$ cat src/rtl/my_div_if.sv
// Operand/result handshake bundle for the sequential fixed-point divider.
interface my_div_if #(
    parameter int unsigned DATA_WIDTH = 32
);
    logic                  in_valid;
    logic                  in_ready;
    logic [DATA_WIDTH-1:0] a;
    logic [DATA_WIDTH-1:0] b;
    logic                  out_valid;
    logic                  out_ready;
    logic [DATA_WIDTH-1:0] q;
    logic                  div_zero;
    logic                  ovf;

    // Operand source / result consumer side
    modport master (
        output in_valid, a, b, out_ready,
        input  in_ready, out_valid, q, div_zero, ovf
    );

    // Divider side
    modport slave (
        input  in_valid, a, b, out_ready,
        output in_ready, out_valid, q, div_zero, ovf
    );
endinterface

$ cat src/rtl/my_div.sv
// Sequential signed Q-format divider: radix-2 restoring, one quotient bit per clock,
// with sign restore, saturation and divide-by-zero flagging in a final cycle.
module my_div #(
    parameter int unsigned DATA_WIDTH = 32,
    parameter int unsigned INT_WIDTH  = 16
) (
    input  logic    clk,
    input  logic    rst,
    my_div_if.slave bus
);
    localparam int unsigned FRAC = DATA_WIDTH - INT_WIDTH;
    localparam int unsigned N    = DATA_WIDTH + FRAC;
    localparam int unsigned CW   = $clog2(N + 1);
    localparam int unsigned RW   = DATA_WIDTH + 1;

    localparam logic [DATA_WIDTH-1:0] Q_MIN = DATA_WIDTH'(1) << (DATA_WIDTH - 1);
    localparam logic [DATA_WIDTH-1:0] Q_MAX = ~Q_MIN;

    typedef enum logic [1:0] {
        S_IDLE = 2'd0,
        S_RUN  = 2'd1,
        S_FIN  = 2'd2,
        S_DONE = 2'd3
    } state_t;

    state_t state, state_nx;

    logic [N-1:0]          dvd_r;
    logic [DATA_WIDTH-1:0] rem_r;
    logic [N-1:0]          quo_r;
    logic [DATA_WIDTH-1:0] dvs_r;
    logic                  sgn_r;
    logic                  zflag_r;
    logic [CW-1:0]         cnt_r;

    logic [DATA_WIDTH-1:0] abs_a_c;
    logic [DATA_WIDTH-1:0] abs_b_c;
    logic [RW-1:0]         rem_sh_c;
    logic                  ge_c;
    logic [DATA_WIDTH-1:0] rem_nx_c;
    logic [DATA_WIDTH-1:0] res_q_c;
    logic                  res_ovf_c;
    logic                  res_dz_c;

    // State register
    always_ff @(posedge clk) begin
        if (rst) state <= S_IDLE;
        else     state <= state_nx;
    end

    // Next-state logic
    always_comb begin
        state_nx = state;
        case (state)
            S_IDLE:  if (bus.in_valid)  state_nx = S_RUN;
            S_RUN:   if (cnt_r == '0)   state_nx = S_FIN;
            S_FIN:                      state_nx = S_DONE;
            S_DONE:  if (bus.out_ready) state_nx = S_IDLE;
            default:                    state_nx = S_IDLE;
        endcase
    end

    // Operand magnitudes; the most negative value maps to 2^(DW-1) as an unsigned pattern
    always_comb begin
        abs_a_c = bus.a[DATA_WIDTH-1] ? -bus.a : bus.a;
        abs_b_c = bus.b[DATA_WIDTH-1] ? -bus.b : bus.b;
    end

    // One restoring step: shift in the next dividend bit, subtract divisor if it fits
    always_comb begin
        rem_sh_c = {rem_r, dvd_r[N-1]};
        ge_c     = rem_sh_c >= {1'b0, dvs_r};
        rem_nx_c = ge_c ? (rem_sh_c[DATA_WIDTH-1:0] - dvs_r) : rem_sh_c[DATA_WIDTH-1:0];
    end

    // Result shaping: zero-divisor code, saturation, sign restore
    always_comb begin
        res_q_c   = quo_r[DATA_WIDTH-1:0];
        res_ovf_c = 1'b0;
        res_dz_c  = 1'b0;
        if (zflag_r) begin
            res_dz_c = 1'b1;
            res_q_c  = sgn_r ? Q_MIN : Q_MAX;
        end else if (!sgn_r) begin
            if (quo_r > N'(Q_MAX)) begin
                res_q_c   = Q_MAX;
                res_ovf_c = 1'b1;
            end
        end else begin
            if (quo_r > N'(Q_MIN)) begin
                res_q_c   = Q_MIN;
                res_ovf_c = 1'b1;
            end else begin
                res_q_c = -quo_r[DATA_WIDTH-1:0];
            end
        end
    end

    // Iteration datapath: operand capture in IDLE, shift/subtract in RUN
    always_ff @(posedge clk) begin
        if (rst) begin
            dvd_r   <= '0;
            rem_r   <= '0;
            quo_r   <= '0;
            dvs_r   <= '0;
            sgn_r   <= 1'b0;
            zflag_r <= 1'b0;
            cnt_r   <= '0;
        end else begin
            case (state)
                S_IDLE: begin
                    if (bus.in_valid) begin
                        dvd_r   <= N'(abs_a_c) << FRAC;
                        dvs_r   <= abs_b_c;
                        sgn_r   <= bus.a[DATA_WIDTH-1] ^ bus.b[DATA_WIDTH-1];
                        zflag_r <= (bus.b == '0);
                        rem_r   <= '0;
                        quo_r   <= '0;
                        cnt_r   <= CW'(N - 1);
                    end
                end
                S_RUN: begin
                    rem_r <= rem_nx_c;
                    dvd_r <= dvd_r << 1;
                    quo_r <= N'({quo_r, ge_c});
                    cnt_r <= cnt_r - CW'(1);
                end
                default: begin
                end
            endcase
        end
    end

    // Registered handshake and result outputs
    always_ff @(posedge clk) begin
        if (rst) begin
            bus.in_ready  <= 1'b1;
            bus.out_valid <= 1'b0;
            bus.q         <= '0;
            bus.div_zero  <= 1'b0;
            bus.ovf       <= 1'b0;
        end else begin
            bus.in_ready  <= (state_nx == S_IDLE);
            bus.out_valid <= (state_nx == S_DONE);
            if (state == S_FIN) begin
                bus.q        <= res_q_c;
                bus.div_zero <= res_dz_c;
                bus.ovf      <= res_ovf_c;
            end
        end
    end
endmodule

$ cat src/flat_wrapper.sv
// flat-port wrapper written by rule: the top's interface ports become plain ports
module my_div_flat 
#(
    parameter int unsigned DATA_WIDTH = 32,
    parameter int unsigned INT_WIDTH  = 16
)
  (clk, rst, bus_in_valid, bus_a, bus_b, bus_out_ready, bus_in_ready, bus_out_valid, bus_q, bus_div_zero, bus_ovf);
  my_div_if #(.DATA_WIDTH(DATA_WIDTH)) bus_i ();
  input  logic clk;
  input  logic rst;
  input wire logic [$bits(bus_i.in_valid)-1:0] bus_in_valid;
  input wire logic [$bits(bus_i.a)-1:0] bus_a;
  input wire logic [$bits(bus_i.b)-1:0] bus_b;
  input wire logic [$bits(bus_i.out_ready)-1:0] bus_out_ready;
  output wire logic [$bits(bus_i.in_ready)-1:0] bus_in_ready;
  output wire logic [$bits(bus_i.out_valid)-1:0] bus_out_valid;
  output wire logic [$bits(bus_i.q)-1:0] bus_q;
  output wire logic [$bits(bus_i.div_zero)-1:0] bus_div_zero;
  output wire logic [$bits(bus_i.ovf)-1:0] bus_ovf;
  assign bus_i.in_valid = bus_in_valid;
  assign bus_i.a = bus_a;
  assign bus_i.b = bus_b;
  assign bus_i.out_ready = bus_out_ready;
  assign bus_in_ready = bus_i.in_ready;
  assign bus_out_valid = bus_i.out_valid;
  assign bus_q = bus_i.q;
  assign bus_div_zero = bus_i.div_zero;
  assign bus_ovf = bus_i.ovf;
  my_div #(.DATA_WIDTH(DATA_WIDTH), .INT_WIDTH(INT_WIDTH)) u_core (.clk(clk), .rst(rst), .bus(bus_i));
endmodule
$ cat config.mk
export PLATFORM = sky130hd
export DESIGN_NAME = my_div_flat
export DESIGN_NICKNAME = d
export VERILOG_FILES = /design/src/rtl/my_div_if.sv /design/src/rtl/my_div.sv /design/src/flat_wrapper.sv
export SDC_FILE = /design/constraint.sdc
export NUM_CORES = 1
export LEC_CHECK = 0
export CAP_MARGIN = 10
export CORE_ASPECT_RATIO = 0.9
export CORE_MARGIN = 3
export CORE_UTILIZATION = 53
export DETAILED_ROUTE_END_ITERATION = 8
export GPL_TIMING_DRIVEN = 1
export PLACE_DENSITY = 0.78
export RECOVER_POWER = 50
export REMOVE_ABC_BUFFERS = 1
export SLEW_MARGIN = 20
export SYNTH_ARGS = -nofsm -noshare
export SYNTH_HDL_FRONTEND = slang
export SYNTH_SLANG_ARGS = --single-unit
$ cat constraint.sdc
create_clock -name clk -period 2.85 [get_ports clk]
set_input_delay 0.285 -clock clk [delete_from_list [all_inputs] [get_ports clk]]
set_output_delay 0.285 -clock clk [all_outputs]
set_load 0.02 [all_outputs]
==> out/qor.yml <==
clock_tree:
  cts_buffers: 17
  htreeDepth: 4
  cts_tree: "yes"
  clockRootBuffer: "clkbuf_16"
  clk_path_buf_depth: 2
  clkLatencyLatePin_ps: 440
  cts.reportedPaths.clkPinSlew_ps: 70
  clkSinkCount: 190
logic_synthesis:
  post_synth.cell_area_avg_um2: 7.63
  synth_cells: 1449
  netlist-cell-type-count: 62
  synth_seq_area_share_pct: 34.4
  synth_seq_cells: 190
  synthesis.yosys.warnings: 0
  netlist.area_leader.share_pct: 34.4
  synth_enable_flop_cells: 0
  ys.flop_type: "dfxtp_1"
  proportion_of_synthesized_flip_flops_having_asynchronous_set_or_reset_pct: 0
  synth_top_cells_by_area: "dfxtp_1, nand2_1, a21oi_1"
  syn_area_um2: 11100
  synth_largest_area_cell: "dfxtp_1"
place:
  postPlaceCellArea_um2: 13000
  numPortBuffers: 103
  gp_routability_congestion: 0.927
  detailed_place_hpwl_um: 21300
timing:
  finalClockSkew_ps: 7.85
  final_hold_viol_count: 0
  timing_max_transition_violations_final: 0
  finalSetupViolations: 0
  layout_worst_path_cycle_share_pct: 98.5
  tightestPinTransition_ps: 1330
  clock_period_minus_worst_slack_ps: 2810
  finalHoldWorstSlack_ps: 282
  fmaxAchievable_ghz: 0.356
  grt_setup_unrepaired: "true"
  slew-limit-headroom_pct: 11.2
drt:
  totalWireLength_um: 30500
  drt_first_iter_violations: 821
  drt-pass1-iter-count: 5
  ant_nets: 0
  route.detailed.drc: 0
  num_vias: 11200
  detail_route.wl_per_cell_um: 16.3
  detail_route.vias_per_cell: 5.97
global_route:
  global_route.usage.total_pct: 26.3
  globalRouteMet3Util_pct: 4.73
  global_route.usage.met2_pct: 42.0
  global_route.usage.met1_pct: 37.2
  first_global_vias: 10400
  grt_pass1_wl_um: 49600
  antenna_violations_before_repair: 0
  overflow: 0
  grt-busiest-layer: "met2"
  maximum_number_of_pins_on_one_net_before_global_route_repair: 122
pwr:
  cell_pwr_density_nw_per_um2: 776
  worst_ir_drop_vdd_mv: 0.502
  cellLeakagePower_nw: 5.61
floorplanning:
  chipWidth_um: 158
  num_io_pins: 104
  fp.dieArea_um2: 22600
  core_area_um2: 20200
  die_height_um: 143
  row_count: 49
  start_util_pct: 54.7
worst_setup_path:
  startpoint_kind_of_the_worst_setup_timing_path: "flop"
  worst_ep_required_time_ps: 3220
  crit-reg2reg-launch: "u_core.quo_r[19]$_SDFFE_PP0P_"
  crit_arrival_ps: 3180
  worst_r2r_path_depth: 10
  timing.rr.end: "u_core.bus.q[5]$_SDFFE_PP0N_"
  critPathKind: "flop to flop"
  r2r_slack_ps: 40
  critical_path.endpoint_type: "flop"
  critical_path_peak_fanout: 7
cells_and_area:
  areaGrowthSynthToFinish_pct: 26.3
  final_core_util_pct: 69.1
  final_net_count: 1713
  nFillCells: 1666
  commonest_cells_after_routing_fill_and_taps_aside: "nand2_1, dfxtp_1, nor2_1"
  layout.cell_area.non_filler_um2: 14000
  antenna_cells_inserted: 0
  drive_above_1_share_pct: 14.2
worst_hold_path:
  hold_class: "input port to flop"
  hold-path-cell-count: 2
  timing.hold.worst_endpoint: "u_core.quo_r[0]$_SDFFE_PP0P_"
  worst_hold_startpoint: "rst"
job:
  maxCapViolations: 0
outcome:
  outcome: "finished, final reports clean"
## synth_stat cells, types with 5 or more instances
library cell,number
nor2b_1,10
a221oi_1,20
nand4_1,11
buf_2,6
a21o_1,16
inv_1,50
dfxtp_1,190
nor2_1,134
o21a_1,8
xor2_1,53
xnor2_1,51
clkbuf_1,95
a32oi_1,8
nor3_1,41
a21oi_1,136
and3_1,7
o31ai_1,15
a211oi_1,36
or4_1,16
o21ai_0,79
a31oi_1,11
nor4_1,15
o41ai_1,10
o211ai_1,8
o221ai_1,7
buf_1,5
nand2b_1,10
ha_1,37
mux2i_1,24
nand3_1,66
a22oi_1,22
nand2_1,187
or3_1,16
o21ai_1,7
## worst max-delay path by stage
stage                     slack [ps]  cells past startpoint                             to                           from
after CTS                         20                     12  u_core.rem_r[24]$_SDFFE_PP0P_   u_core.dvs_r[1]$_SDFFE_PP0P_
after global placement          -580                      9  u_core.dvs_r[27]$_SDFFE_PP0P_                      bus_b[12]
after floorplan                -2670                      6   u_core.cnt_r[5]$_SDFFE_PP0P_     u_core.state[0]$_SDFF_PP0_
final                             40                     10   u_core.bus.q[5]$_SDFFE_PP0N_  u_core.quo_r[19]$_SDFFE_PP0P_
after global routing             -90                     10  u_core.bus.q[11]$_SDFFE_PP0N_  u_core.quo_r[19]$_SDFFE_PP0P_
after detailed placement        -620                      9  u_core.dvs_r[27]$_SDFFE_PP0P_                      bus_b[12]
## critical path, cell delays in order, from the launching register on
cell and delay (ps):
dfxtp_1 350, or3_1 360, or4_4 480, nor4_2 210
nand2_1 160, a21oi_2 180, nand2_1 140, nor3_4 350
clkbuf_4 280, a221oi_1 90, nor2_1 140
## timing repair
item,4_1_cts,5_1_grt
buffers inserted,3,4
gates cloned,0,2
resized for setup,25,47
pin swaps,12,21
setup endpoints to repair,41,72
hold buffers,0,0
## metal layers
layer | wire length, µm | up-vias
li1 | - | 5490
met1 | 14000 | 5252
met2 | 14000 | 390
met3 | 2050 | 47
met4 | 447 | 0
met5 | 0 | -
## sequential cells by signal, summed over array words and instances, names as in the netlist
register,flops
u_core.bus.out_valid,1
u_core.dvd_r,32
u_core.bus.ovf,1
u_core.zflag_r,1
u_core.sgn_r,1
u_core.bus.q,32
u_core.rem_r,32
u_core.state,2
u_core.bus.div_zero,1
u_core.quo_r,48
u_core.dvs_r,32
u_core.cnt_r,6
u_core.bus.in_ready,1
## kinds of logic (layout without fill, tap and decap cells)
logic type                 count (synthesis)  in the layout  share of synthesized area, %
buffers and inverters                    158            327                          5.46
DFF                                      190            190                          34.4
AOI/OAI and AO/OA                        403            403                          23.2
muxes                                     25             25                          2.27
xor gates and xnor gates                 104            104                          8.23
adders and majority gates                 38             38                          4.37
and+or+nand+nor                          531            531                          22.1
## power by group
part | internal (mW) | switching [mW]
Combinational | 2.41 | 2.79
Sequential | 2.90 | 0.179
Clock | 1.46 | 1.10
Total | 6.77 | 4.07
## per-stage QoR
stage	power (mW)	instances	setup TNS [ps]	setup slack [ps]
final	10.8	1873	0	42.1
after global routing	11.4	1873	-782	-94.1
after global placement	7.71	1834	-11260	-585
after CTS	10.5	1867	0	17.9
after floorplan	7.81	1342	-179710	-2670
after detailed placement	7.80	1834	-15210	-624
## cell type report
cell class                      instances  area [µm²]  area share (%)
Clock buffer                           20         467            3.34
Clock inverter                         10         149            1.07
Inverter                               51         191            1.37
Multi-Input combinational cell       1101        6910            49.4
Sequential cell                       190        3810            27.2
Tap cell                              255         319            2.28
Timing Repair Buffer                  246        2130            15.3
No activity file was read; power rests on OpenSTA's default activity.
